### config.mk
export PLATFORM = sky130hd
export DESIGN_NAME = inst_fetch_ctrl
export DESIGN_NICKNAME = d
export VERILOG_FILES = /design/src/rtl/inst_fetch_ctrl_pkg.sv /design/src/rtl/inst_fetch_ctrl_pc_next.sv /design/src/rtl/inst_fetch_ctrl.sv
export SDC_FILE = /design/constraint.sdc
export NUM_CORES = 1
export LEC_CHECK = 0
export ABC_AREA = 1
export CORE_ASPECT_RATIO = 0.5
export CORE_MARGIN = 2
export CORE_UTILIZATION = 43
export DETAILED_ROUTE_END_ITERATION = 10
export PLACE_DENSITY = 0.89
export SLEW_MARGIN = 40
export SYNTH_ARGS = -nofsm -noshare
export SYNTH_HDL_FRONTEND = slang
export SYNTH_SLANG_ARGS = --single-unit
### constraint.sdc
create_clock -name clk -period 7.7 [get_ports clk]
set_input_delay 1.155 -clock clk [delete_from_list [all_inputs] [get_ports clk]]
set_output_delay 1.155 -clock clk [all_outputs]
set_load 0.005 [all_outputs]
### src/rtl/inst_fetch_ctrl_pkg.sv
// inst_fetch_ctrl_pkg: reset PC, line geometry and fetch FSM state encodings.
package inst_fetch_ctrl_pkg;
  localparam logic [31:0] RESET_PC_DEF = 32'hBFC00000;
  localparam int LINE_OFFSET_BITS_DEF = 5;
  localparam logic [1:0] FETCH_REQ = 2'd0;
  localparam logic [1:0] FETCH_WAIT = 2'd1;
  localparam logic [1:0] FETCH_DISCARD = 2'd2;
endpackage

### src/rtl/inst_fetch_ctrl_pc_next.sv
// inst_fetch_ctrl_pc_next: last-word-of-line flag and sequential next pc for a fetch pair.
module inst_fetch_ctrl_pc_next
  import inst_fetch_ctrl_pkg::*;
#(
  parameter int LINE_OFFSET_BITS = LINE_OFFSET_BITS_DEF
) (
  input  logic [31:0] fetch_addr,
  output logic        last_word,
  output logic [31:0] next_pc
);
  always_comb begin
    last_word = &fetch_addr[LINE_OFFSET_BITS-1:2];
    next_pc = fetch_addr + (last_word ? 32'd4 : 32'd8);
  end
endmodule

### src/rtl/inst_fetch_ctrl.sv
// inst_fetch_ctrl: owns the PC, issues one ICache fetch at a time and forwards
// up to two returned words to the instruction buffer, honouring redirects.
module inst_fetch_ctrl
  import inst_fetch_ctrl_pkg::*;
#(
  parameter logic [31:0] RESET_PC = RESET_PC_DEF,
  parameter int LINE_OFFSET_BITS = LINE_OFFSET_BITS_DEF
) (
  input  logic        clk,
  input  logic        rst,
  input  logic        redirect_i,
  input  logic [31:0] redirect_pc_i,
  input  logic        buffer_full_i,
  output logic        req_valid_o,
  output logic [31:0] req_addr_o,
  input  logic        req_ready_i,
  input  logic        resp_valid_i,
  input  logic [31:0] resp_inst1_i,
  input  logic [31:0] resp_inst2_i,
  output logic [31:0] inst1_o,
  output logic [31:0] inst2_o,
  output logic [31:0] inst1_addr_o,
  output logic [31:0] inst2_addr_o,
  output logic        inst1_valid_o,
  output logic        inst2_valid_o
);
  logic [1:0] state;
  logic [31:0] pc;
  logic [31:0] fetch_addr;
  logic [31:0] next_pc;
  logic [31:0] target;
  logic last_word;
  logic accept;
  logic take;

  inst_fetch_ctrl_pc_next #(.LINE_OFFSET_BITS(LINE_OFFSET_BITS)) u_pc_next (
    .fetch_addr(fetch_addr),
    .last_word(last_word),
    .next_pc(next_pc)
  );

  always_comb begin
    target = redirect_pc_i & ~32'h3;
    req_valid_o = !rst && state == FETCH_REQ && !buffer_full_i && !redirect_i;
    req_addr_o = pc;
    accept = req_valid_o && req_ready_i;
    take = !rst && state == FETCH_WAIT && resp_valid_i && !redirect_i;
    inst1_valid_o = take;
    inst2_valid_o = take && !last_word;
    inst1_o = take ? resp_inst1_i : 32'd0;
    inst2_o = take ? resp_inst2_i : 32'd0;
    inst1_addr_o = take ? fetch_addr : 32'd0;
    inst2_addr_o = take ? fetch_addr + 32'd4 : 32'd0;
  end

  always_ff @(posedge clk or posedge rst) begin
    if (rst) begin
      state <= FETCH_REQ;
      pc <= RESET_PC;
      fetch_addr <= 32'd0;
    end else begin
      if (redirect_i) pc <= target;
      else if (take) pc <= next_pc;
      if (accept) fetch_addr <= pc;
      case (state)
        FETCH_REQ: state <= accept ? FETCH_WAIT : FETCH_REQ;
        FETCH_WAIT: state <= resp_valid_i ? FETCH_REQ : (redirect_i ? FETCH_DISCARD : FETCH_WAIT);
        FETCH_DISCARD: state <= resp_valid_i ? FETCH_REQ : FETCH_DISCARD;
        default: state <= FETCH_REQ;
      endcase
    end
  end

  // A response with nothing outstanding is an ICache protocol error; it is ignored.
  resp_without_req: assert property (@(posedge clk) disable iff (rst)
    !(resp_valid_i && state == FETCH_REQ));
endmodule

* Word-level counts from Yosys, hierarchy flattened
Index checks and enable logic that the tools add are counted.
Operators by class: equality and inequality tests 2, $add $sub $neg 2, mux-type cells 12, reductions and logical operators 15
Operators by type and width (number):
- two-way mux 32 bit | 6
- adder 32 x 3 -> 32 bit (second input constant) | 1
- adder 32 bit | 1
- logical AND 1 bit | 8
- two-way mux 2 bit | 3
- one-hot mux 2 bit (3 select lines) | 1
- zero test 1 bit | 4
- two-way mux 4 bit | 1
- AND reduction 3 bit | 1
- == test 2 x 1 -> 1 bit (second input constant) | 1
- == test 2 bit (second input constant) | 1
- zero test 2 bit | 1
- nonzero test 2 bit | 1
- two-way mux 1 bit | 1
Storage, ports and cells: input port bits 102, register bits after elaboration 66, word-level logic and storage cells 34, output and inout port bits 163

* Longest topological paths before layout
Gate-level depths: netlist of the first run.
depth in word-level cells 7, mapped depth 12, gate-level depth less buffers 12

* Hierarchy
Synthesis of the first run repeated with hierarchy kept, for this count alone.
Unflattened totals: cells, all modules 911, area, all modules 5719.2 um^2
By module, submodules not included:
- inst_fetch_ctrl | seq. area each 1662.8 um^2, area an instance 4798.4 um^2, instances 1, cells an instance 719
- inst_fetch_ctrl_pc_next | seq. area each 0.0 um^2, area an instance 920.9 um^2, instances 1, cells an instance 192

* Least setup slack after synthesis of the first run
OpenSTA, ideal clock, no wires.
path type input -> output, start point input port rst, end point output port inst2_addr_o[0], setup slack 2.801 ns, data required time 6.545 ns, arrival 3.744 ns, path buffers 4, stages on the path 9, path through inv_1 > nand2_1 > nor2_1 > nand2_1 > buf_2 > buf_4 > buf_2 > nor2_1 > buf_4
Between the ends: cells in the longest elaborated chain, start to end 5
Ends and longest elaborated chain:
- start, declared | line inst_fetch_ctrl.sv:10 | input logic rst,
- zero test 1 bit (no source line)
- logical AND 1 bit (3 in a row) | line inst_fetch_ctrl.sv:47 | take = !rst && state == FETCH_WAIT && resp_valid_i && !redirect_i;
- two-way mux 32 bit | line inst_fetch_ctrl.sv:53 | inst2_addr_o = take ? fetch_addr + 32'd4 : 32'd0;
- end, declared | line inst_fetch_ctrl.sv:23 | output logic [31:0] inst2_addr_o,
No other way between the ends.

* Worst setup path after layout of the first run
start point input port redirect_i, end point output port inst2_addr_o[10]
Between the ends: cells in the longest elaborated chain, start to end 3
Ends and longest elaborated chain:
- start, declared | line inst_fetch_ctrl.sv:11 | input logic redirect_i,
- zero test 1 bit | line inst_fetch_ctrl.sv:47
- logical AND 1 bit | line inst_fetch_ctrl.sv:47
- two-way mux 32 bit | line inst_fetch_ctrl.sv:53
No other way between the ends.

==> results.toml, run 1 <==
[global_routing]
grt_usage_pct = 30.6
antenna_found_initial = 0
grt_pass1_vias = 5957
grt_pass1_wl_mm = 29.7
grt_max_degree = 120
grt_overflow_total = 0

[sta]
fmax_ghz = 0.196
holdWs_ps = 490
min_period_ps = 5110
worst_slew_pin_slew_ps = 798
clock_skew_ps = 5.07
finalHoldViolCount = 0
setup-violations-final = 0
setup_tns_ps = 0
slew_headroom_pct = 46.8
finalCritPeriodShare_pct = 66.4
grt_setup_unrepaired = "false"
maxSlewViolCount = 0

[cells_and_area]
fin_util_pct = 72.0
drive_gt1_share_pct = 8.50
antenna_cells = 0
syn_to_final_growth_pct = 61.7
mostFrequentLayoutCell = "clkdlybuf4s50_1"
multiInputGateArea_um2 = 2600
fillCellCount = 883
seqCellArea_um2 = 1660
nNetsFinal = 1125
layout_common_cells = "262 x clkdlybuf4s50_1, 157 x nor2_1, 155 x nand2_1"
finalNonFillerCells = 1168

[floorplan]
ios = 265
core_um2 = 11100
fp.dieW_um = 155
initial_utilization_pct = 44.5
fp.dieH_um = 79.7
rows = 27
dieArea_um2 = 12400

[clocking]
clock_latency_ps = 340
post_cts_resized = 0
cts_buffer_depth = 2
clk_pin_slew_ps = 50
ctsHoldBuffers = 0
cts_buffers = 9
h-tree-depth = 3
clock_sinks = 66
cts_tree = "built"
post_cts_buffers = 0
root_buffer = "clkbuf_16"

[logic_synthesis]
synth_compound_area_share_pct = 12.0
synthXorXnorAreaFrac_pct = 1.07
yosysSeqAreaShare_pct = 33.7
syn_inst = 772
synth-simple-area-share_pct = 37.7
synth_cell_types = 41
synth_edf_count = 0
yosysWarnings = 0
synth_nets = 879
synth_area_um2 = 4930
ys_ff_latch = 66
ys.flop_type = "dfrtp_1"
yosys.area_share.adder_pct = 1.42
synth_top_family_by_area = "simple AND/OR/NAND/NOR gates"
synth.mux.area_fraction_pct = 0
synth-async-reset-ratio_pct = 100
syn_area_per_cell_um2 = 6.39

[worst_setup_path]
cpPeakStageDelay_ps = 550
cp-start-kind = "input pin"
cp-end-kind = "output port"
path_cells = "clkdlybuf4s50_1 > buf_4 > inv_1 > nand2_4 > inv_2 > o21ai_0 > a22oi_1 > clkdlybuf4s50_1"
path_buf_inv = 5
path_max_fanout = 36
crit_slowest_cell = "clkdlybuf4s50_1"
worstPathArrival_ps = 3960
path_common_cell = "clkdlybuf4s50_1"
cp.required_ps = 6550
cpLargestDelayFamily = "buffers and inverters"
critPathKind = "input pin to output port"

[drt]
drc_errors = 0
ant_nets = 0
drt_iter0_drc = 634
first_pass_iters = 5
vias = 6128
vias_per_cell = 5.25
wirelength_mm = 19.1
route.detailed.wl_per_inst_um = 16.3

[placed_design]
placed_cells = 1152
portBuffers = 262
hpwlAfterDp_mm = 14.3
gp_congestion = 0.930

[pwr]
ir_drop_mv = 0.119
leakagePower_nw = 3.74
finalPower_w = 0.00140
p_per_area_nw_per_um2 = 175

[run]
maxCapViolCount = 0

[hold_path]
hold_path_class = "flop to flop"

[run_status]
status = "finished clean"
-- tightest hold or removal path, delay by kind of cell, from the launching register on --
kind,cells,cell delay [ps]
AND/OR/NAND/NOR,2,110
flip-flops,1,370
-- layer usage --
layer | global-route usage (%) | up-vias | share of wire [%]
li1 | - | 2873 | -
met1 | 37.6 | 2866 | 41
met2 | 53.3 | 336 | 48
met3 | 6.35 | 53 | 8.5
met4 | 12.0 | 0 | 3.0
met5 | 0 | - | 0
-- sequential cells by signal (all words and copies together), names as in the netlist --
signal / flops
req_addr_o: 32
state: 2
fetch_addr: 32
-- per-stage QoR --
step	instance area, um^2	worst slack, ps
detailed placement	7650	2640
finish	7980	2590
global placement	7610	2440
CTS	7980	2620
global route	7980	2420
floorplan	4930	2800
-- path summary, 6_finish.rpt --
kind                                start               end  slack, ps  cells after the start
setup / recovery               redirect_i  inst2_addr_o[10]       2590                      8
hold / removal             req_addr_o[24]    req_addr_o[24]        490                      2
setup reg to reg            fetch_addr[3]    req_addr_o[10]       5190                      9
hold reg to reg            req_addr_o[24]    req_addr_o[24]        490                      2
max in group asynchronous             rst    req_addr_o[24]       5690                      4
min in group asynchronous             rst          state[1]       1390                      3
-- cells by family after synthesis --
kind of cell	count (synthesis)
buffers and inverters	174
adders and majority gates	5
and+or+nand+nor	413
DFF	66
xor gates and xnor gates	6
AOI/OAI and AO/OA	108
-- layout make-up --
cell class	count	area share (%)
Sequential cell	66	20.8
Timing Repair Buffer	266	33.5
Inverter	143	6.73
Clock buffer	15	3.73
Clock inverter	1	0.376
Tap cell	145	2.27
Multi-Input combinational cell	532	32.6
-- synth_stat cells, types with 2 or more instances --
master	count	share of area, %
a21oi_1	47	4.8
a31oi_1	3	0.38
buf_2	25	2.5
buf_4	3	0.46
clkbuf_1	3	0.23
dfrtp_1	57	29
dfstp_2	9	4.8
ha_1	4	1.0
inv_1	135	10
inv_2	8	0.61
nand2_1	157	12
nand2_2	8	1.0
nand2_4	3	0.68
nand3_1	17	1.7
nand3_2	4	0.81
nand4_1	23	2.9
nor2_1	157	12
nor2_2	19	2.4
nor2_4	7	1.6
nor3_1	10	1.0
nor3_2	2	0.41
nor3b_1	2	0.30
o211ai_1	4	0.61
o21ai_0	34	3.4
o21ai_1	8	0.81
o22ai_1	4	0.51
xor2_1	5	0.89
-- power by group --
part	switching (W)	total, W	internal [W]
Combinational	0.000279	0.000464	0.000185
Clock	0.000154	0.000449	0.000295
Sequential	0.0000769	0.000486	0.000409
Note: power is estimated with default switching activity, not from simulation.
==> inputs of run 2 (changes only) <==
--- a/config.mk
+++ b/config.mk
@@ -8,9 +8,9 @@
 export ABC_AREA = 1
 export CORE_ASPECT_RATIO = 0.5
 export CORE_MARGIN = 2
-export CORE_UTILIZATION = 43
+export CORE_UTILIZATION = 36
 export DETAILED_ROUTE_END_ITERATION = 10
-export PLACE_DENSITY = 0.89
+export PLACE_DENSITY = 0.8
 export SLEW_MARGIN = 40
 export SYNTH_ARGS = -nofsm -noshare
 export SYNTH_HDL_FRONTEND = slang
==> constraint.sdc (replaced) <==
create_clock -name clk -period 4.2 [get_ports clk]
set_input_delay 0.63 -clock clk [delete_from_list [all_inputs] [get_ports clk]]
set_output_delay 0.63 -clock clk [all_outputs]
set_load 0.005 [all_outputs]
==> results.toml, run 2 (same netlist as run 1, synthesis figures left out) <==
[pwr]
switching_power_w = 0.000949
internal-power_w = 0.00155
leakagePower_nw = 3.71
p_per_area_nw_per_um2 = 312
power_frac_clock_pct = 30.5
ir_drop_mv = 0.253
swShare_pct = 38.0
seqPwrFrac_pct = 35.7
combPwrFrac_pct = 33.8

[floorplan]
initial_utilization_pct = 36.6
core_um2 = 13500
dieArea_um2 = 14700
rows = 30
fp.dieH_um = 86.8
fp.dieW_um = 170
ios = 265

[drt]
vias_per_cell = 4.97
ant_nets = 0
first_pass_iters = 5
drt_iter0_drc = 550
wirelength_mm = 19.6
route.detailed.wl_per_inst_um = 16.3
drc_errors = 0
vias = 5988

[clocking]
post_cts_buffers = 0
h-tree-depth = 3
post_cts_resized = 0
root_buffer = "clkbuf_16"
clock_sinks = 66
clock_latency_ps = 340
clk_pin_slew_ps = 60
cts_buffers = 9
cts_tree = "built"
cts_buffer_depth = 2
ctsHoldBuffers = 0

[worst_setup_path]
cp.required_ps = 3570
critPathKind = "input pin to output port"
path_max_fanout = 23
cp-start-kind = "input pin"
worstPathArrival_ps = 2850
cp-end-kind = "output port"

[global_routing]
antenna_found_initial = 2
grt_usage_pct = 27.0
grt_max_degree = 85
grt_pass1_wl_mm = 30.6
grt_pass1_vias = 5675
grt_overflow_total = 0

[cells_and_area]
layout_common_cells = "262 x clkdlybuf4s50_1, 157 x nor2_1, 155 x nand2_1"
seqCellArea_um2 = 1660
fillCellCount = 1192
multiInputGateArea_um2 = 2590
nNetsFinal = 1128
syn_to_final_growth_pct = 62.3
fin_util_pct = 59.4
drive_gt1_share_pct = 8.77
mostFrequentLayoutCell = "clkdlybuf4s50_1"

[sta]
min_period_ps = 3480
slew_headroom_pct = 53.2
grt_setup_unrepaired = "false"
worst_slew_pin_slew_ps = 699
setup_tns_ps = 0
clock_skew_ps = 12.5
maxSlewViolCount = 0
setup-violations-final = 0
finalHoldViolCount = 0
fmax_ghz = 0.287
finalCritPeriodShare_pct = 83.0

[run]
maxCapViolCount = 0

[run_status]
status = "finished clean"

[placed_design]
gp_congestion = 0.901
hpwlAfterDp_mm = 15.4
portBuffers = 262

[hold_path]
hold_path_class = "flop to flop"
## run 2: cell count changes in the layout (fill, tap and decap cells not counted), sizes merged
cell,before,now
buf,3,7
clkbuf,16,10
clkinv,0,1
clkinvlp,0,4
diode,0,2
## run 2: cell type report
class | instances | area share (%)
repair buffers | 269 | 33.6
clock buffers | 10 | 2.86
flip-flops and latches | 66 | 20.8
multi-input cells | 532 | 32.4
well taps | 176 | 2.75
clock inverters | 6 | 0.860
diodes | 2 | 0.0625
inverters | 143 | 6.70
## run 2: per-layer routing
layer / global-route usage [%] / part of all wire, % / routed length (um)
met5: 0 / 0 / 0
met4: 9.95 / 3.3 / 639
met3: 4.93 / 7.6 / 1490
met2: 44.2 / 46 / 9030
met1: 36.2 / 43 / 8460
## run 2: worst max-delay path, stage by stage
cell	delay, ps
clkdlybuf4s50_1	500
nand2_1	110
nor2_1	180
nand2_4	100
inv_2	220
buf_4	340
o21ai_1	100
a21oi_1	150
clkdlybuf4s50_1	520
## run 2: path summary, 6_finish.rpt
check	startpoint	to	slack, ps	cells after the start
max in group asynchronous	rst	fetch_addr[28]	2930	3
setup / recovery	resp_valid_i	inst2_addr_o[22]	720	9
hold / removal	fetch_addr[0]	fetch_addr[0]	490	2
min in group asynchronous	rst	state[0]	820	3
setup reg to reg	fetch_addr[2]	req_addr_o[10]	1780	9
hold reg to reg	fetch_addr[0]	fetch_addr[0]	490	2
## run 2: power groups by stage
stage / sequential (W) / clock (W) / combinational [W]
2_1_floorplan: 0.000860 / 0 / 0.000511
3_3_place_gp: 0.000890 / 0 / 0.000802
3_5_place_dp: 0.000894 / 0 / 0.000829
4_1_cts: 0.000886 / 0.000770 / 0.000834
5_1_grt: 0.000907 / 0.000796 / 0.000931
6_report: 0.000891 / 0.000762 / 0.000842
## run 2: through the flow
step / instances / hold WS [ps] / setup slack (ps) / total power [W] / area (um^2)
after global routing: 1204 / 518 / 563 / 0.00263 / 8010
after global placement: 1186 / 467 / 797 / 0.00169 / 7690
after floorplan: 772 / 453 / 351 / 0.00137 / 4930
after detailed placement: 1186 / 479 / 742 / 0.00172 / 7700
final: 1204 / 486 / 715 / 0.00250 / 8010
after CTS: 1202 / 494 / 734 / 0.00249 / 8000
==> inputs of run 3 (changes only) <==
==> constraint.sdc (replaced) <==
create_clock -name clk -period 2.88 [get_ports clk]
set_input_delay 0.432 -clock clk [delete_from_list [all_inputs] [get_ports clk]]
set_output_delay 0.432 -clock clk [all_outputs]
set_load 0.005 [all_outputs]
==> results.toml, run 3 (same netlist as run 1, synthesis figures left out) <==
[drt]
vias_per_cell = 5.09
route.detailed.wl_per_inst_um = 17.4
drc_errors = 0
ant_nets = 0
drt_iter0_drc = 493
vias = 6174
wirelength_mm = 21.1
first_pass_iters = 5

[sta]
min_period_ps = 2840
setup_tns_ps = 0
finalWorstSetupSlack_ps = 35.3
fmax_ghz = 0.352
slew_headroom_pct = 57.1
finalHoldViolCount = 0
worst_slew_pin_slew_ps = 643
clock_skew_ps = 5.41
finalCritPeriodShare_pct = 98.8
maxSlewViolCount = 0
setup-violations-final = 0

[worst_setup_path]
cp-start-kind = "input pin"
path_max_fanout = 22
crit_slowest_cell = "clkdlybuf4s50_1"
path_cells = "clkdlybuf4s50_1 > clkinvlp_4 > nand2_2 > nor2_4 > nand2_4 > buf_4 > buf_12 > nor3b_2 > clkdlybuf4s50_1"
cpPeakStageDelay_ps = 550
critPathKind = "input pin to output port"
path_buf_inv = 5
startpoint = "rst"
worstPathArrival_ps = 2410
cp.required_ps = 2450
cpLargestDelayFamily = "buffers and inverters"
timing.rr.start = "fetch_addr[2]"
cp-end-kind = "output port"
path_common_cell = "clkdlybuf4s50_1"

[placed_design]
place_area_um2 = 7780
portBuffers = 262
pre_cts_ws_ps = -88.0
hpwlAfterDp_mm = 16.8
gp_congestion = 0.921
placed_cells = 1191

[clocking]
ctsHoldBuffers = 0
root_buffer = "clkbuf_16"
h-tree-depth = 3
cts_tree = "built"
clock_latency_ps = 340
cts_buffer_depth = 2
cts_buffers = 9
clk_pin_slew_ps = 50
clock_sinks = 66

[floorplan]
ios = 265
fp.dieW_um = 170
rows = 30
core_um2 = 13500
dieArea_um2 = 14700
fp.dieH_um = 86.8
initial_utilization_pct = 36.6

[global_routing]
grt_usage_pct = 28.2
met1_usage_pct = 36.3
busiest_layer = "met2"
grtUsageMet2_pct = 46.5
use_met3_pct = 6.85
grt_max_degree = 67
grt_overflow_total = 0
grt_pass1_vias = 5567
antenna_found_initial = 6
grt_pass1_wl_mm = 31.2

[cells_and_area]
multiInputGateArea_um2 = 2630
nNetsFinal = 1136
layout_common_cells = "260 x clkdlybuf4s50_1, 154 x nor2_1, 153 x nand2_1"
seqCellArea_um2 = 1670
mostFrequentLayoutCell = "clkdlybuf4s50_1"
fin_area_um2 = 8150
fin_util_pct = 60.5
finalNonFillerCells = 1214
syn_to_final_growth_pct = 65.1
drive_gt1_share_pct = 10.8
fillCellCount = 1206

[run]
maxCapViolCount = 0

[run_status]
status = "finished clean"

[hold_path]
hold_path_class = "flop to flop"
min_from = "fetch_addr[0]"

[pwr]
leakagePower_nw = 3.79
ir_drop_mv = 0.248
p_per_area_nw_per_um2 = 445
run 3: changes by cell type in the layout (fill, tap and decap cells not counted), moves of 3 or more:
cell / before / now
clkinv_2: 0 / 3
dfrtp_2: 0 / 7
clkinvlp_4: 4 / 1
nor2_1: 157 / 154
buf_4: 5 / 9
dfrtp_1: 57 / 50
buf_12: 1 / 4
nor2_4: 7 / 11
run 3: path summary, 6_finish.rpt:
kind | endpoint | slack [ps] | depth (start not counted)
max in group asynchronous | fetch_addr[14] | 1670 | 3
min in group asynchronous | state[1] | 710 | 3
max reg2reg | req_addr_o[10] | 500 | 9
max | inst2_addr_o[19] | 40 | 9
min reg2reg | fetch_addr[0] | 490 | 2
min | fetch_addr[0] | 490 | 2
run 3: area by class of cell:
type,count,area share (%)
inverters,143,6.70
flip-flops and latches,66,20.5
repair buffers,277,34.3
diodes,4,0.123
clock inverters,3,0.184
multi-input cells,532,32.3
well taps,176,2.70
clock buffers,13,3.19
run 3: stage by stage:
stage | hold slack, ps | power [W]
final | 490 | 0.00363
after global routing | 521 | 0.00381
after CTS | 492 | 0.00357
after detailed placement | 479 | 0.00253
after global placement | 467 | 0.00249
after floorplan | 453 | 0.00200
run 3: where the power goes:
group          total [W]  leakage, nW  internal (W)  switching [W]
logic            0.00129         2.88      0.000520       0.000767
clock network    0.00103        0.139      0.000625       0.000406
registers        0.00131        0.765       0.00110       0.000208
run 3: repair_timing:
action / 4_1_cts / 5_1_grt
pin swaps: 0 / 1
hold endpoints to repair: 0 / 0
setup endpoints to repair: 8 / 44
setup buffers: 0 / 3
gates resized for setup: 6 / 17
run 3: worst min-delay path, cell delays in order, from the launching register on:
cell     delay (ps)
dfrtp_1         340
nand2_1          50
o21ai_0          60
run 3: layer usage:
| layer | wire, um | up-vias |
|---|---|---|
| met1 | 8710 | 2890 |
| met5 | 27 | - |
| met4 | 701 | 4 |
| li1 | - | 2917 |
| met3 | 2070 | 48 |
| met2 | 9630 | 315 |
